File: config.mk
export PLATFORM = sky130hd
export DESIGN_NAME = hls_call_initiator_flat
export DESIGN_NICKNAME = d
export VERILOG_FILES = /design/src/rtl/hls_call_pkg.sv /design/src/rtl/hls_call_initiator_if.sv /design/src/rtl/hls_call_cycle_cnt.sv /design/src/rtl/hls_call_initiator.sv /design/src/flat_wrapper.sv
export SDC_FILE = /design/constraint.sdc
export NUM_CORES = 1
export LEC_CHECK = 0
export ABC_AREA = 1
export BUFFER_PORTS_ARGS = -buffer_cell sky130_fd_sc_hd__clkbuf_2
export CORE_MARGIN = 5
export CORE_UTILIZATION = 41
export CTS_BUF_LIST = sky130_fd_sc_hd__clkbuf_8
export CTS_CLUSTER_DIAMETER = 40
export DETAILED_ROUTE_END_ITERATION = 8
export PLACE_DENSITY = 0.8
export SLEW_MARGIN = 20
export SYNTH_ARGS = -nofsm -noshare
export SYNTH_HDL_FRONTEND = slang
export SYNTH_SLANG_ARGS = --single-unit
File: constraint.sdc
create_clock -name clk -period 1.3 [get_ports clk]
set_input_delay 0.13 -clock clk [delete_from_list [all_inputs] [get_ports clk]]
set_output_delay 0.13 -clock clk [all_outputs]
set_load 0.02 [all_outputs]
File: src/rtl/hls_call_pkg.sv
// Shared types and default widths for the HLS call initiator.
package hls_call_pkg;

    typedef enum logic [2:0] {
        IDLE  = 3'd0,
        CLR   = 3'd1,
        START = 3'd2,
        WAIT  = 3'd3,
        RESP  = 3'd4
    } call_state_t;

    localparam int DEF_ARG_W = 32;
    localparam int DEF_RET_W = 32;
    localparam int DEF_CYC_W = 32;

endpackage

File: src/rtl/hls_call_initiator_if.sv
// Argument and result streams between the host front end and the call initiator.
// res_cycles exists only when HLS_CALL_INITIATOR_CYCLES_EN is defined.
interface hls_call_initiator_if
    import hls_call_pkg::*;
#(
    parameter int ARG_W = DEF_ARG_W,
    parameter int RET_W = DEF_RET_W
`ifdef HLS_CALL_INITIATOR_CYCLES_EN
    , parameter int CYC_W = DEF_CYC_W
`endif
);

    logic             arg_valid;
    logic             arg_ready;
    logic [ARG_W-1:0] arg_data;
    logic             res_valid;
    logic             res_ready;
    logic [RET_W-1:0] res_data;
`ifdef HLS_CALL_INITIATOR_CYCLES_EN
    logic [CYC_W-1:0] res_cycles;
`endif

    modport master (
        output arg_valid, arg_data, res_ready,
        input  arg_ready, res_valid, res_data
`ifdef HLS_CALL_INITIATOR_CYCLES_EN
        , input res_cycles
`endif
    );

    modport slave (
        input  arg_valid, arg_data, res_ready,
        output arg_ready, res_valid, res_data
`ifdef HLS_CALL_INITIATOR_CYCLES_EN
        , output res_cycles
`endif
    );

endinterface

File: src/rtl/hls_call_cycle_cnt.sv
// Saturating counter with synchronous clear and enable; used for call latency
// when HLS_CALL_INITIATOR_CYCLES_EN is defined.
module hls_call_cycle_cnt
    import hls_call_pkg::*;
#(
    parameter int CYC_W = DEF_CYC_W
) (
    input  logic             clk,
    input  logic             rst_n,
    input  logic             clr,
    input  logic             en,
    output logic [CYC_W-1:0] sat_next
);

    logic [CYC_W-1:0] count;

    // sat_next is the count including the current enabled cycle, so a caller
    // can latch it on the same edge that ends the measured interval.
    assign sat_next = (count == {CYC_W{1'b1}}) ? count : count + CYC_W'(1);

    always_ff @(posedge clk or negedge rst_n) begin
        if (!rst_n) begin
            count <= '0;
        end else if (clr) begin
            count <= '0;
        end else if (en) begin
            count <= sat_next;
        end
    end

endmodule

File: src/rtl/hls_call_initiator.sv
// Caller-side start/finish controller for one HLS kernel instance.
// Optional call-latency measurement: define HLS_CALL_INITIATOR_CYCLES_EN.
module hls_call_initiator
    import hls_call_pkg::*;
#(
    parameter int ARG_W = DEF_ARG_W,
    parameter int RET_W = DEF_RET_W
`ifdef HLS_CALL_INITIATOR_CYCLES_EN
    , parameter int CYC_W = DEF_CYC_W
`endif
) (
    input  logic             clk,
    input  logic             rst_n,
    hls_call_initiator_if.slave bus,
    output logic             callee_rst_n,
    output logic             callee_start,
    output logic [ARG_W-1:0] callee_n,
    input  logic             callee_finish,
    input  logic [RET_W-1:0] callee_ret0,
    output logic             busy,
    output logic [15:0]      calls_done
);

    call_state_t      state;
    logic             res_valid_r;
    logic [RET_W-1:0] res_data_r;
    logic             capture;

    // Decoded from state; gated by rst_n so nothing is offered while held in reset.
    assign bus.arg_ready = rst_n && (state == IDLE);
    assign busy          = (state != IDLE);
    assign callee_rst_n  = rst_n && (state != CLR);
    assign capture       = (state == WAIT) && callee_finish;

    assign bus.res_valid = res_valid_r;
    assign bus.res_data  = res_data_r;

    always_ff @(posedge clk or negedge rst_n) begin
        if (!rst_n) begin
            state        <= IDLE;
            callee_start <= 1'b0;
            callee_n     <= '0;
            res_valid_r  <= 1'b0;
            res_data_r   <= '0;
            calls_done   <= '0;
        end else begin
            callee_start <= 1'b0;
            unique case (state)
                IDLE: begin
                    if (bus.arg_valid) begin
                        callee_n <= bus.arg_data;
                        state    <= CLR;
                    end
                end
                CLR: begin
                    callee_start <= 1'b1;
                    state        <= START;
                end
                START: begin
                    state <= WAIT;
                end
                WAIT: begin
                    // finish is a level held from the previous call until CLR,
                    // so it is only trusted once the kernel has been restarted.
                    if (callee_finish) begin
                        res_data_r  <= callee_ret0;
                        res_valid_r <= 1'b1;
                        state       <= RESP;
                    end
                end
                RESP: begin
                    if (bus.res_ready) begin
                        res_valid_r <= 1'b0;
                        calls_done  <= calls_done + 16'd1;
                        state       <= IDLE;
                    end
                end
                default: begin
                    state <= IDLE;
                end
            endcase
        end
    end

`ifdef HLS_CALL_INITIATOR_CYCLES_EN
    logic [CYC_W-1:0] cyc_next;
    logic [CYC_W-1:0] res_cycles_r;

    hls_call_cycle_cnt #(
        .CYC_W (CYC_W)
    ) u_cycle_cnt (
        .clk      (clk),
        .rst_n    (rst_n),
        .clr      (state == START),
        .en       (state == WAIT),
        .sat_next (cyc_next)
    );

    always_ff @(posedge clk or negedge rst_n) begin
        if (!rst_n) begin
            res_cycles_r <= '0;
        end else if (capture) begin
            res_cycles_r <= cyc_next;
        end
    end

    assign bus.res_cycles = res_cycles_r;
`else
    logic unused_capture;
    assign unused_capture = capture;
`endif

endmodule

File: src/flat_wrapper.sv
// flat-port wrapper written by rule: the top's interface ports become plain ports
module hls_call_initiator_flat import hls_call_pkg::*;
#(
    parameter int ARG_W = DEF_ARG_W,
    parameter int RET_W = DEF_RET_W

)
  (clk, rst_n, callee_rst_n, callee_start, callee_n, callee_finish, callee_ret0, busy, calls_done, bus_arg_valid, bus_arg_data, bus_res_ready, bus_arg_ready, bus_res_valid, bus_res_data);
  hls_call_initiator_if #(.ARG_W(ARG_W), .RET_W(RET_W)) bus_i ();
  input  logic clk;
  input  logic rst_n;
  output logic callee_rst_n;
  output logic callee_start;
  output logic [ARG_W-1:0] callee_n;
  input  logic callee_finish;
  input  logic [RET_W-1:0] callee_ret0;
  output logic busy;
  output logic [15:0] calls_done;
  input wire logic [$bits(bus_i.arg_valid)-1:0] bus_arg_valid;
  input wire logic [$bits(bus_i.arg_data)-1:0] bus_arg_data;
  input wire logic [$bits(bus_i.res_ready)-1:0] bus_res_ready;
  output wire logic [$bits(bus_i.arg_ready)-1:0] bus_arg_ready;
  output wire logic [$bits(bus_i.res_valid)-1:0] bus_res_valid;
  output wire logic [$bits(bus_i.res_data)-1:0] bus_res_data;
  assign bus_i.arg_valid = bus_arg_valid;
  assign bus_i.arg_data = bus_arg_data;
  assign bus_i.res_ready = bus_res_ready;
  assign bus_arg_ready = bus_i.arg_ready;
  assign bus_res_valid = bus_i.res_valid;
  assign bus_res_data = bus_i.res_data;
  hls_call_initiator #(.ARG_W(ARG_W), .RET_W(RET_W)) u_core (.clk(clk), .rst_n(rst_n), .bus(bus_i), .callee_rst_n(callee_rst_n), .callee_start(callee_start), .callee_n(callee_n), .callee_finish(callee_finish), .callee_ret0(callee_ret0), .busy(busy), .calls_done(calls_done));
endmodule
### After elaboration in Yosys (flattened, before gate mapping)

Cells that the tools add are included.
Widths: inputs -> output; s select.

| storage, ports and cells | value |
|---|---|
| register bits after elaboration | 85 |

| operators by class | value |
|---|---|
| add/subtract/negate cells | 1 |
| equal/unequal tests | 8 |
| mux-type cells | 8 |
| reductions and logical operators | 10 |

Operators by type and width:

| operator | number |
|---|---|
| $add 16x1->16 const B | 1 |
| $pmux 3 s5 | 1 |
| $mux 3 | 3 |
| $eq 3x2->1 const B | 2 |
| $ne 2x2->1 const B | 3 |
| $reduce_and 2->1 | 3 |
| $reduce_and 3->1 | 2 |
| $eq 3x1->1 const B | 1 |
| $eq 3x3->1 const B | 1 |
| $logic_not 3->1 | 1 |
| $mux 1 | 3 |
| $ne 3x1->1 const B | 1 |
| $reduce_bool 3->1 | 1 |
| $logic_and 1x1->1 | 2 |
| $pmux 1 s2 | 1 |
| $reduce_bool 2->1 | 1 |

### Depth between registers and ports, before layout

Gate-level depths: netlist of run 1.

| depth | value |
|---|---|
| depth after elaboration | 3 |
| mapped depth | 9 |
| depth with buffers taken out | 9 |

### Worst setup path before layout of run 1

Ideal clock, no wire load.

| path | value |
|---|---|
| path kind | register to register |
| from | register u_core.calls_done[0] |
| to | register u_core.calls_done[10] |
| setup time | 0.113 ns |
| arrival | 1.301 ns |
| required time | 1.187 ns |
| setup slack | -0.114 ns |
| stages on the path, launching flop included | 9 |
| path buffers | 0 |
| cell sequence | dfrtp_1 > ha_1 > nand2_1 > nor2_1 > nand2_1 > nor2_2 > nand3_1 > nand2_1 > inv_1 |

| on the way | value |
|---|---|
| longest elaborated chain between the ends | 1 |

Ends and longest elaborated chain:

| item | line | source |
|---|---|---|
| from (decl) | hls_call_initiator.sv:21 | `output logic [15:0] calls_done` |
| from (signal assigned) | hls_call_initiator.sv:74 | `calls_done <= calls_done + 16'd1;` |
| $add 16x1->16 | hls_call_initiator.sv:74 |  |

Every way passes these cells.
A chain may end at the register's enable or synchronous reset.

### Worst setup path after layout of run 1

| path | value |
|---|---|
| from | register u_core.state[0] |
| to | output port bus_arg_ready |

| on the way | value |
|---|---|
| longest elaborated chain between the ends | 2 |

Ends and longest elaborated chain:

| item | line | source |
|---|---|---|
| from (decl) | hls_call_initiator.sv:24 | `call_state_t state;` |
| from (signal assigned) | hls_call_initiator.sv:40 | `state <= IDLE;` |
| from (signal assigned) | hls_call_initiator.sv:52 | `state <= CLR;` |
| from (signal assigned) | hls_call_initiator.sv:57 | `state <= START;` |
| $logic_not 3->1 | hls_call_initiator.sv:30 | `assign bus.arg_ready = rst_n && (state == IDLE);` |
| $logic_and 1x1->1 | hls_call_initiator.sv:30 |  |
| to (decl) | flat_wrapper.sv:22 | `output wire logic [$bits(bus_i.arg_ready)-1:0] bus_arg_ready;` |

Every way passes these cells.

==> flow_summary.json, run 1 <==
{
  "outcome": "finished, violations left",
  "violations": "setup timing",
  "number_of_antenna_violations_at_the_first_check_in_global_routing": 0,
  "cts.clk_slew.worst_paths_ns": 0.08,
  "p_leak_nw": 2.74,
  "synth_top_area_share_pct": 60.3,
  "worstPathRequired_ns": 1.17,
  "layout.nets": 579,
  "clockBufferDepth": 2,
  "finalWirelength_um": 9970,
  "ys_async_sr_fraction_pct": 100,
  "worst_skew_ns": 0.0113,
  "fin_worst_hold_slack_ns": 0.0163,
  "power_per_cell_area_nw_per_um2": 2230,
  "portion_of_the_post_synthesis_area_used_by_sequential_elements_pct": 60.3,
  "synth_enable_flop_cells": 0,
  "library_cells_used_by_synthesis": 24,
  "dp_hpwl_um": 6370,
  "core_um2": 8300,
  "finalSetupViolCount": 86,
  "dominantRegCellSynth": "sky130_fd_sc_hd__dfrtp_1",
  "boundaryPins": 154,
  "layoutNonFillerInstCount": 619,
  "post_synth_instance_area_um2": 3520,
  "grt_start_max_net_pins": 62,
  "rsz0062_at_grt": "true",
  "ant_nets": 0,
  "die_h_um": 103,
  "die-area_um2": 10600,
  "vias_per_cell": 4.75,
  "stdcell_area_um2": 5390,
  "critical_path.max_fanout": 4,
  "reg2reg_setup_slack_ns": -0.13,
  "post_synth.cell_area_avg_um2": 12.5,
  "via_count": 2940,
  "clock_insertion_delay_worst_skew_ns": 0.35,
  "drt_iter0_markers": 56,
  "critical_path.cell_chain": "nor2_4, buf_6, nand2_4, nor2_2, buf_4",
  "placement_rows": 33,
  "numPortBuffers": 153,
  "worst_ep_arrival_time_ns": 1.34,
  "drtPass1Iterations": 6,
  "hold_viol": 0,
  "cell_at_the_root_of_the_clock_tree": "sky130_fd_sc_hd__clkbuf_8",
  "critPathKind": "flop to output port",
  "synth_warnings": 0,
  "worstHoldPathType": "primary input to flop",
  "synth_cells": 281,
  "wire_length_of_the_first_global_routing_pass_um": 15300,
  "route.detailed.wl_per_inst_um": 16.1,
  "slew_viol_final": 0,
  "synthesis.nets": 351,
  "max_ir_drop_vdd_v": 0.00157,
  "critPathCaptureType": "output port",
  "dp_cells": 547,
  "dpl-instance-area_um2": 4520,
  "post-route-min-period_ns": 1.47,
  "area_delta_synth_final_pct": 52.9,
  "grtUsageTotal_pct": 18.8,
  "synth_top_cells_by_area": "sky130_fd_sc_hd__dfrtp_1 60%, sky130_fd_sc_hd__mux2_2 19%, sky130_fd_sc_hd__nand2_1 5.3%",
  "num_antenna_cells": 0,
  "synth-seq-cells": 85,
  "htree_num_levels": 3,
  "vias_in_the_first_global_route": 3155,
  "initial_core_util_pct": 42.5,
  "stage_delay_of_the_slowest_cell_on_the_critical_path_ns": 0.45,
  "grt.overflow.total": 0,
  "relSlewSlack_pct": 77.9,
  "report.power.total_mw": 12.0,
  "drcViolationCount": 0,
  "tritoncts.num_buffers": 9,
  "die_x_um": 103,
  "gpl.final_weighted_congestion": 0.791,
  "fmax_mhz": 680,
  "filler_cell_count": 631,
  "worst_setup_path_start_kind": "flop",
  "tritoncts": "done",
  "timing_worst_slew_pin_value_ns": 0.331,
  "post_route_cells_drive_above_1_share_pct": 55.8,
  "maxCapViolations": 0,
  "worst_path_cell_with_the_longest_stage_delay": "sky130_fd_sc_hd__dfrtp_2",
  "post-synth-top-area-cell": "sky130_fd_sc_hd__dfrtp_1",
  "clkSinkCount": 85,
  "worst_slack_ns": -0.171,
  "finalCritPeriodShare_pct": 113
}
-- Yosys cell counts, drive strengths merged, types with 2 or more instances --
library cell / number
dfrtp: 85
mux2: 64
nand2: 50
inv: 24
nor2: 16
nand3: 12
nand4: 7
buf: 6
xor2: 4
nand3b: 3
o21ai: 3
nor3: 2
xnor2: 2
-- routing by layer --
layer	up-vias	wire (um)	part of all wire [%]	track usage, %
li1	1397	-	-	-
met1	1425	3880	39	20.8
met2	110	5160	52	33.5
met3	8	831	8.3	7.44
met4	0	94	0.94	5.45
met5	-	0	0	0
-- power by group --
group	internal (mW)	switching (mW)	total [mW]
combinational	2.54	3.05	5.60
sequential	3.80	0.702	4.50
clock	0.912	1.00	1.91
-- layout by cell type, fill, tap and decap left out, types with 3 or more instances in the layout --
| master | instances |
|---|---|
| sky130_fd_sc_hd__buf_12 | 3 |
| sky130_fd_sc_hd__buf_4 | 20 |
| sky130_fd_sc_hd__buf_6 | 7 |
| sky130_fd_sc_hd__clkbuf_2 | 149 |
| sky130_fd_sc_hd__clkbuf_8 | 9 |
| sky130_fd_sc_hd__dfrtp_1 | 80 |
| sky130_fd_sc_hd__dfrtp_2 | 5 |
| sky130_fd_sc_hd__dlygate4sd3_1 | 41 |
| sky130_fd_sc_hd__inv_1 | 23 |
| sky130_fd_sc_hd__mux2_1 | 4 |
| sky130_fd_sc_hd__mux2_2 | 59 |
| sky130_fd_sc_hd__nand2_1 | 44 |
| sky130_fd_sc_hd__nand2_2 | 5 |
| sky130_fd_sc_hd__nand3_1 | 8 |
| sky130_fd_sc_hd__nand3_2 | 3 |
| sky130_fd_sc_hd__nand3b_1 | 3 |
| sky130_fd_sc_hd__nand4_1 | 6 |
| sky130_fd_sc_hd__nor2_1 | 8 |
| sky130_fd_sc_hd__nor2_2 | 3 |
| sky130_fd_sc_hd__nor2_4 | 6 |
| sky130_fd_sc_hd__xor2_1 | 4 |
-- logic make-up (layout without fill, tap and decap cells) --
logic type      after synthesis  count (layout)  share of synthesized area [%]
fa+ha+maj                     1               1                          0.355
flops                        85              85                           60.3
xor+xnor                      6               6                           1.49
simple gates                 90              91                           12.3
compound gates                5               5                          0.887
buf+inv                      30             262                           4.15
mux                          64              64                           20.4
-- sequential cells by signal, summed over array words and instances, names as in the netlist --
signal,cells
u_core.calls_done,16
u_core.bus.res_valid,1
u_core.state,3
u_core.callee_start,1
u_core.callee_n,32
u_core.bus.res_data,32
-- what timing repair did --
action / CTS / global route
endpoints found under the hold margin: 121 / 4
gates resized for setup: 24 / 18
hold buffers: 37 / 4
endpoints found under the setup margin: 58 / 84
pin swaps: 8 / 5
buffers inserted: 8 / 3
gates cloned: 3 / 1
-- through the flow --
step	setup slack [ns]	utilization, %	TNS (ns)
2_1_floorplan	-0.0367	-	-0.0791
3_3_place_gp	-0.0367	54.4	-0.774
3_5_place_dp	-0.0789	54.4	-2.11
4_1_cts	-0.196	63.4	-5.34
5_1_grt	-0.277	64.9	-10.55
6_report	-0.171	64.9	-4.73
-- worst max-delay path, delay by kind of cell (launching register included) --
kind          cells  cell delay [ns]
flops             1             0.45
simple gates      3             0.29
buf+inv           2             0.26
-- final cells by class --
type | count | area (um2) | area share (%)
clock buffers | 9 | 124 | 2.30
clock inverters | 7 | 78.8 | 1.46
inverters | 24 | 92.6 | 1.72
multi-input cells | 167 | 1350 | 25.1
flip-flops and latches | 85 | 2130 | 39.6
well taps | 105 | 131 | 2.44
repair buffers | 222 | 1480 | 27.4
-- final timing paths --
| kind | startpoint | to | depth (start not counted) |
|---|---|---|---|
| max | u_core.state[0]$_DFFE_PN0P_ | bus_arg_ready | 5 |
| min | bus_arg_data[17] | u_core.callee_n[17]$_DFFE_PN0P_ | 2 |
| max reg2reg | u_core.state[0]$_DFFE_PN0P_ | u_core.calls_done[9]$_DFFE_PN0P_ | 7 |
| min reg2reg | u_core.bus.res_valid$_DFFE_PN0P_ | u_core.bus.res_valid$_DFFE_PN0P_ | 2 |
| max in group asynchronous | rst_n | u_core.calls_done[15]$_DFFE_PN0P_ | 3 |
| min in group asynchronous | rst_n | u_core.state[2]$_DFFE_PN0P_ | 3 |
Note: power is estimated with default switching activity, not from simulation.
==> run 2, diff against run 1 <==
--- a/config.mk
+++ b/config.mk
@@ -16,4 +16,5 @@
 export SLEW_MARGIN = 20
 export SYNTH_ARGS = -nofsm -noshare
 export SYNTH_HDL_FRONTEND = slang
+export SYNTH_HIERARCHICAL = 1
 export SYNTH_SLANG_ARGS = --single-unit
==> constraint.sdc (replaced) <==
create_clock -name clk -period 1.25 [get_ports clk]
set_input_delay 0.125 -clock clk [delete_from_list [all_inputs] [get_ports clk]]
set_output_delay 0.125 -clock clk [all_outputs]
set_load 0.02 [all_outputs]
==> run 2 against run 1 <==
The flow still finishes with violations (setup timing). Sequential power up 7.8%. Final area up 17%. Count of clock-buffer cells in the layout up 2. Final cell count up 22%. First-iteration DRC count up 88%. Clock power down 9%. Critical path type is now flop to flop. Largest power group unchanged.
==> flow_summary.json, run 2 <==
{
  "drt_iter0_markers": 105,
  "rsz0062_at_grt": "true",
  "mostFrequentLayoutCell": "sky130_fd_sc_hd__clkbuf_2",
  "critPathCaptureType": "flop",
  "wire_length_of_the_first_global_routing_pass_um": 17100,
  "die_h_um": 104,
  "maxCapViolations": 0,
  "reg2reg_setup_slack_ns": -0.19,
  "post-synth-top-area-cell": "sky130_fd_sc_hd__dfrtp_1",
  "ys_async_sr_fraction_pct": 100,
  "layout.nets": 715,
  "relSlewSlack_pct": 70.4,
  "ant_nets": 0,
  "worst_ep_arrival_time_ns": 1.67,
  "max_ir_drop_vdd_v": 0.00132,
  "post_synth_instance_area_um2": 3600,
  "placement_rows": 34,
  "fmax_mhz": 694,
  "drtPass1Iterations": 4,
  "worst_path_cell_with_the_longest_stage_delay": "sky130_fd_sc_hd__dfrtp_2",
  "outcome": "finished, violations left",
  "synth_enable_flop_cells": 0,
  "fin_worst_hold_slack_ns": 0.0135,
  "timing_worst_slew_pin_value_ns": 0.444,
  "clock_insertion_delay_worst_skew_ns": 0.34,
  "setup.worst_path.end": "u_core/calls_done[14]$_DFFE_PN0P_",
  "synth_top_cells_by_area": "sky130_fd_sc_hd__dfrtp_1 59%, sky130_fd_sc_hd__nand2_1 15%, sky130_fd_sc_hd__nand3_1 5.7%",
  "slew_viol_final": 0,
  "post_route_cells_drive_above_1_share_pct": 54.3,
  "violations": "setup timing",
  "layout.cells.most_common_list": "149 x sky130_fd_sc_hd__clkbuf_2, 81 x sky130_fd_sc_hd__dfrtp_1, 61 x sky130_fd_sc_hd__nand2_1",
  "portion_of_the_post_synthesis_area_used_by_sequential_elements_pct": 59.1,
  "tritoncts": "done",
  "initial_core_util_pct": 41.7,
  "yosys.cell_count.top_type": "sky130_fd_sc_hd__nand2_1",
  "stage_delay_of_the_slowest_cell_on_the_critical_path_ns": 0.45,
  "critPathLaunch": "u_core/state[2]$_DFFE_PN0P_",
  "boundaryPins": 154,
  "tritoncts.num_buffers": 9,
  "yosys-top-cells-count": "145 x sky130_fd_sc_hd__nand2_1, 85 x sky130_fd_sc_hd__dfrtp_1, 53 x sky130_fd_sc_hd__inv_1",
  "finalSetupViolCount": 84,
  "synth_top_area_share_pct": 59.1,
  "die_x_um": 104,
  "synth-seq-cells": 85,
  "number_of_antenna_violations_at_the_first_check_in_global_routing": 1,
  "vias_per_cell": 4.92,
  "power_per_cell_area_nw_per_um2": 2240,
  "p_leak_nw": 3.39,
  "finalCritPeriodShare_pct": 115,
  "via_count": 3721,
  "grt_start_max_net_pins": 86,
  "critical_path.cell_chain": "buf_6, buf_4, nand3_4, nor2_4, nand2_1, nand2_1, nand2_1",
  "clockBufferDepth": 2,
  "route.detailed.wl_per_inst_um": 17.0,
  "post_synth.cell_area_avg_um2": 8.80,
  "dp_hpwl_um": 6340,
  "cell_at_the_root_of_the_clock_tree": "sky130_fd_sc_hd__clkbuf_8",
  "worstPathRequired_ns": 1.48,
  "die-area_um2": 10800,
  "grt.overflow.total": 0,
  "library_cells_used_by_synthesis": 23,
  "finalWirelength_um": 12900,
  "area_delta_synth_final_pct": 75.0,
  "dominantRegCellSynth": "sky130_fd_sc_hd__dfrtp_1",
  "synth_cells": 409,
  "gpl.final_weighted_congestion": 0.747,
  "worst_setup_path_start_kind": "flop",
  "regToRegStartpoint": "u_core/state[2]$_DFFE_PN0P_",
  "vias_in_the_first_global_route": 3567,
  "grtUsageTotal_pct": 19.1,
  "post-route-min-period_ns": 1.44,
  "synth_warnings": 6,
  "crit_top_cell": "sky130_fd_sc_hd__nand2_1",
  "report.power.total_mw": 14.1,
  "num_antenna_cells": 0,
  "clkSinkCount": 85,
  "worst_skew_ns": 0.00961,
  "core_um2": 8640,
  "worstHoldPathType": "primary input to flop",
  "htree_num_levels": 3,
  "critical_path.max_fanout": 6,
  "filler_cell_count": 587,
  "numPortBuffers": 153,
  "total_neg_setup_slack_ns": -8.72,
  "critPathKind": "flop to flop",
  "cts.clk_slew.worst_paths_ns": 0.08,
  "worstRegToRegCells": 7,
  "synthesis.nets": 479,
  "hold_viol": 0,
  "drcViolationCount": 0,
  "regToRegEndpoint": "u_core/calls_done[14]$_DFFE_PN0P_",
  "worst_slack_ns": -0.190
}
-- run 2: cell count changes in the layout (fill, tap and decap cells not counted), moves of 4 or more --
cell                        previous run  this run
sky130_fd_sc_hd__nand4_1               6         1
sky130_fd_sc_hd__o21ai_1               2        12
sky130_fd_sc_hd__mux2_2               59         0
sky130_fd_sc_hd__nand3_2               3        12
sky130_fd_sc_hd__nand2_4               1        37
sky130_fd_sc_hd__buf_6                 7        11
sky130_fd_sc_hd__nand3_1               8        26
sky130_fd_sc_hd__nand2_1              44        61
sky130_fd_sc_hd__nand3_4               1         5
sky130_fd_sc_hd__nand2_2               5        48
sky130_fd_sc_hd__mux2_1                4         0
sky130_fd_sc_hd__o21ai_2               0        20
sky130_fd_sc_hd__inv_1                23        51
sky130_fd_sc_hd__clkbuf_16             1         9
-- run 2: report_power, final --
group | internal, mW | switching (mW) | total, mW
sequential | 3.82 | 1.03 | 4.85
combinational | 3.35 | 4.18 | 7.53
clock | 0.797 | 0.930 | 1.73
-- run 2: cell families (layout without fill, tap and decap cells) --
logic type | after synthesis | count (layout) | synth area share (%)
xor+xnor | 8 | 8 | 1.95
compound gates | 34 | 34 | 4.90
fa+ha+maj | 1 | 1 | 0.348
simple gates | 211 | 211 | 25.8
flops | 85 | 85 | 59.1
buf+inv | 70 | 309 | 7.89
-- run 2: how the worst min path moves through the flow --
stage | from | to | slack, ns | cells after the start
after CTS | callee_ret0[13] | u_core/bus.res_data[13]$_DFFE_PN0P_ | 0.00001 | 3
after detailed placement | rst_n | u_core/callee_n[28]$_DFFE_PN0P_ | 0.24 | 2
after floorplan | rst_n | u_core/bus.res_data[0]$_DFFE_PN0P_ | -0.17 | 0
after global placement | rst_n | u_core/callee_n[26]$_DFFE_PN0P_ | 0.24 | 2
final | callee_ret0[30] | u_core/bus.res_data[30]$_DFFE_PN0P_ | 0.01 | 3
after global routing | bus_arg_data[12] | u_core/callee_n[12]$_DFFE_PN0P_ | -0.001 | 3
-- run 2: timing repair --
| item | 4_1_cts | 5_1_grt |
|---|---|---|
| hold buffers | 41 | 3 |
| endpoints found under the hold margin | 125 | 3 |
| resized for setup | 23 | 184 |
| cloned | 1 | 14 |
| setup endpoints to repair | 22 | 86 |
| pin swaps | 12 | 29 |
| buffers inserted | 13 | 9 |
-- run 2: critical path, delay by kind of cell, from the launching register on --
family                 cells  cell delay (ns)
buffers and inverters      2             0.28
AND/OR/NAND/NOR            5             0.61
flip-flops                 1             0.45
-- run 2: final cells by class --
cell class	count	area (um2)	share of cell area, %
timing repair buffer	241	1860	29.5
tap	108	135	2.15
clock inverter	3	13.8	0.219
multi-input combinational	254	1800	28.5
sequential	85	2130	33.8
inverter	54	213	3.38
clock buffer	11	151	2.40
-- run 2: metal layers --
layer,wire (um),up-vias,global-route usage [%]
met4,202,2,6.75
met1,4960,1779,23.8
li1,-,1738,-
met3,1010,22,5.16
met2,6690,180,32.0
met5,11,-,0
-- run 2: metrics by stage --
stage	area [um2]	instances	setup WS, ns	utilization, %
6_report	6300	756	-0.190	72.9
5_1_grt	6300	756	-0.265	72.9
4_1_cts	5320	733	-0.187	61.6
3_5_place_dp	4550	664	-0.0364	52.7
3_3_place_gp	4550	664	0.0327	52.7
2_1_floorplan	3610	409	-0.0154	-
==> run 3, diff against run 2 <==
--- a/config.mk
+++ b/config.mk
@@ -13,6 +13,7 @@
 export CTS_CLUSTER_DIAMETER = 40
 export DETAILED_ROUTE_END_ITERATION = 8
 export PLACE_DENSITY = 0.8
+export SKIP_LAST_GASP = 1
 export SLEW_MARGIN = 20
 export SYNTH_ARGS = -nofsm -noshare
 export SYNTH_HDL_FRONTEND = slang
==> run 3 against run 2 <==
The flow still finishes with violations (setup timing). Total power shrank 1.0%. Critical path depth shrank 2. Register-to-register slack is essentially flat. Combinational power shrank 1%. Routed wire length shrank 0.82%. Hold slack lost 0.0052 ns. Core utilization shrank 0.77 points. Sequential share of layout area grew 0.36 points. Worst setup slack lost 0.012 ns. Clock skew grew 0.0018 ns.
==> flow_summary.json, run 3 (synthesis results as in run 2) <==
{
  "wire_length_of_the_first_global_routing_pass_um": 17000,
  "critPathCaptureType": "flop",
  "die_x_um": 104,
  "numPortBuffers": 153,
  "core_um2": 8640,
  "regToRegEndpoint": "u_core/callee_n[18]$_DFFE_PN0P_",
  "gpl.final_weighted_congestion": 0.747,
  "layout.nets": 713,
  "post-route-min-period_ns": 1.45,
  "htree_num_levels": 3,
  "power_per_cell_area_nw_per_um2": 2240,
  "worst_path_cell_with_the_longest_stage_delay": "sky130_fd_sc_hd__dfrtp_2",
  "dp_hpwl_um": 6340,
  "mostFrequentLayoutCell": "sky130_fd_sc_hd__clkbuf_2",
  "initial_core_util_pct": 41.7,
  "worst_slack_ns": -0.203,
  "relSlewSlack_pct": 70.1,
  "cts.clk_slew.worst_paths_ns": 0.09,
  "clkSinkCount": 85,
  "hold_viol": 0,
  "dp_cells": 664,
  "stage_delay_of_the_slowest_cell_on_the_critical_path_ns": 0.46,
  "finalWirelength_um": 12800,
  "max_ir_drop_vdd_v": 0.00133,
  "critPathKind": "flop to flop",
  "regToRegStartpoint": "u_core/state[2]$_DFFE_PN0P_",
  "ant_nets": 0,
  "cell_at_the_root_of_the_clock_tree": "sky130_fd_sc_hd__clkbuf_8",
  "route.detailed.wl_per_inst_um": 16.9,
  "die-area_um2": 10800,
  "worst_skew_ns": 0.0114,
  "p_leak_nw": 3.37,
  "number_of_antenna_violations_at_the_first_check_in_global_routing": 1,
  "area_delta_synth_final_pct": 73.2,
  "critical_path.max_fanout": 16,
  "critical_path.cell_chain": "nor2_4, buf_6, nand3_4, clkbuf_16, o21ai_1",
  "fmax_mhz": 688,
  "drtPass1Iterations": 5,
  "worstHoldPathType": "primary input to flop",
  "finalSetupViolCount": 85,
  "worst_ep_arrival_time_ns": 1.71,
  "grt.overflow.total": 0,
  "worstPathRequired_ns": 1.51,
  "outcome": "finished, violations left",
  "clockBufferDepth": 2,
  "maxCapViolations": 0,
  "rsz0062_at_grt": "true",
  "vias_per_cell": 4.85,
  "placement_rows": 34,
  "timing_worst_slew_pin_value_ns": 0.449,
  "clock_insertion_delay_worst_skew_ns": 0.34,
  "layoutNonFillerInstCount": 754,
  "preCtsSetupSlack_ns": -0.0364,
  "hold_path_end": "u_core/bus.res_data[30]$_DFFE_PN0P_",
  "post_route_cells_drive_above_1_share_pct": 52.8,
  "grtUsageTotal_pct": 19.0,
  "reg2reg_setup_slack_ns": -0.20,
  "vias_in_the_first_global_route": 3535,
  "boundaryPins": 154,
  "drt_iter0_markers": 129,
  "via_count": 3660,
  "tritoncts": "done",
  "filler_cell_count": 605,
  "slew_viol_final": 0,
  "worst_setup_path_start_kind": "flop",
  "tritoncts.num_buffers": 9,
  "violations": "setup timing",
  "worst_hold_startpoint": "callee_ret0[30]",
  "finalCritPeriodShare_pct": 116,
  "worstRegToRegCells": 5,
  "drcViolationCount": 0,
  "holdPathStages": 3,
  "die_h_um": 104,
  "grt_start_max_net_pins": 86,
  "layout.cells.most_common_list": "149 x sky130_fd_sc_hd__clkbuf_2, 81 x sky130_fd_sc_hd__dfrtp_1, 66 x sky130_fd_sc_hd__nand2_1",
  "num_antenna_cells": 0
}
run 3: repair_timing:
| item | CTS | global route |
|---|---|---|
| setup buffers | 13 | 7 |
| resized for setup | 20 | 174 |
| hold buffers | 39 | 4 |
| cloned | 1 | 13 |
| pin swaps | 10 | 32 |
| endpoints found under the hold margin | 123 | 4 |
| endpoints found under the setup margin | 22 | 86 |
run 3: how the worst max path moves through the flow:
stage | start | endpoint | slack [ns] | cells after the start
after global routing | u_core/state[2]$_DFFE_PN0P_ | u_core/callee_n[18]$_DFFE_PN0P_ | -0.26 | 5
after detailed placement | u_core/state[0]$_DFFE_PN0P_ | u_core/calls_done[9]$_DFFE_PN0P_ | -0.04 | 6
after floorplan | u_core/calls_done[0]$_DFFE_PN0P_ | u_core/calls_done[14]$_DFFE_PN0P_ | -0.02 | 8
after global placement | u_core/state[0]$_DFFE_PN0P_ | u_core/calls_done[9]$_DFFE_PN0P_ | 0.03 | 6
final | u_core/state[2]$_DFFE_PN0P_ | u_core/callee_n[18]$_DFFE_PN0P_ | -0.20 | 5
after CTS | u_core/state[2]$_DFFE_PN0P_ | callee_rst_n | -0.19 | 6
run 3: critical path, delay by kind of cell, from the launching register on:
kind | cells | cell delay, ns
compound gates | 1 | 0.19
buf+inv | 2 | 0.38
flops | 1 | 0.46
simple gates | 2 | 0.33
run 3: layout make-up:
class | instances | area (um2) | share of cell area (%)
clock buffers | 11 | 151 | 2.43
clock inverters | 3 | 13.8 | 0.221
inverters | 54 | 213 | 3.41
multi-input cells | 254 | 1750 | 28.1
flip-flops and latches | 85 | 2130 | 34.2
well taps | 108 | 135 | 2.17
repair buffers | 239 | 1830 | 29.4
run 3: report_power, final:
| group | switching [mW] | internal [mW] |
|---|---|---|
| clock network | 0.923 | 0.797 |
| logic | 4.15 | 3.29 |
| registers | 0.984 | 3.82 |
| total | 6.05 | 7.91 |
run 3: per-stage QoR:
| step | utilization (%) | cell area [um2] | TNS [ns] | hold WS [ns] | total power [mW] |
|---|---|---|---|---|---|
| finish | 72.2 | 6230 | -7.92 | 0.00832 | 14.0 |
| global placement | 52.7 | 4550 | 0 | 0.236 | 8.94 |
| detailed placement | 52.7 | 4550 | -0.207 | 0.237 | 9.12 |
| floorplan | - | 3610 | -0.0292 | -0.171 | 7.27 |
| global route | 72.2 | 6230 | -12.91 | 0.00674 | 14.7 |
| CTS | 61.3 | 5290 | -1.30 | 0.0000116 | 11.5 |
run 3: layer usage:
metal / wire length, um / global-route usage, % / share of wire [%] / vias to the layer above
met5: 11 / 0 / 0.086 / -
li1: - / - / - / 1730
met4: 213 / 6.75 / 1.7 / 2
met3: 847 / 5.16 / 6.6 / 22
met2: 6740 / 31.6 / 53 / 161
met1: 4950 / 23.7 / 39 / 1745
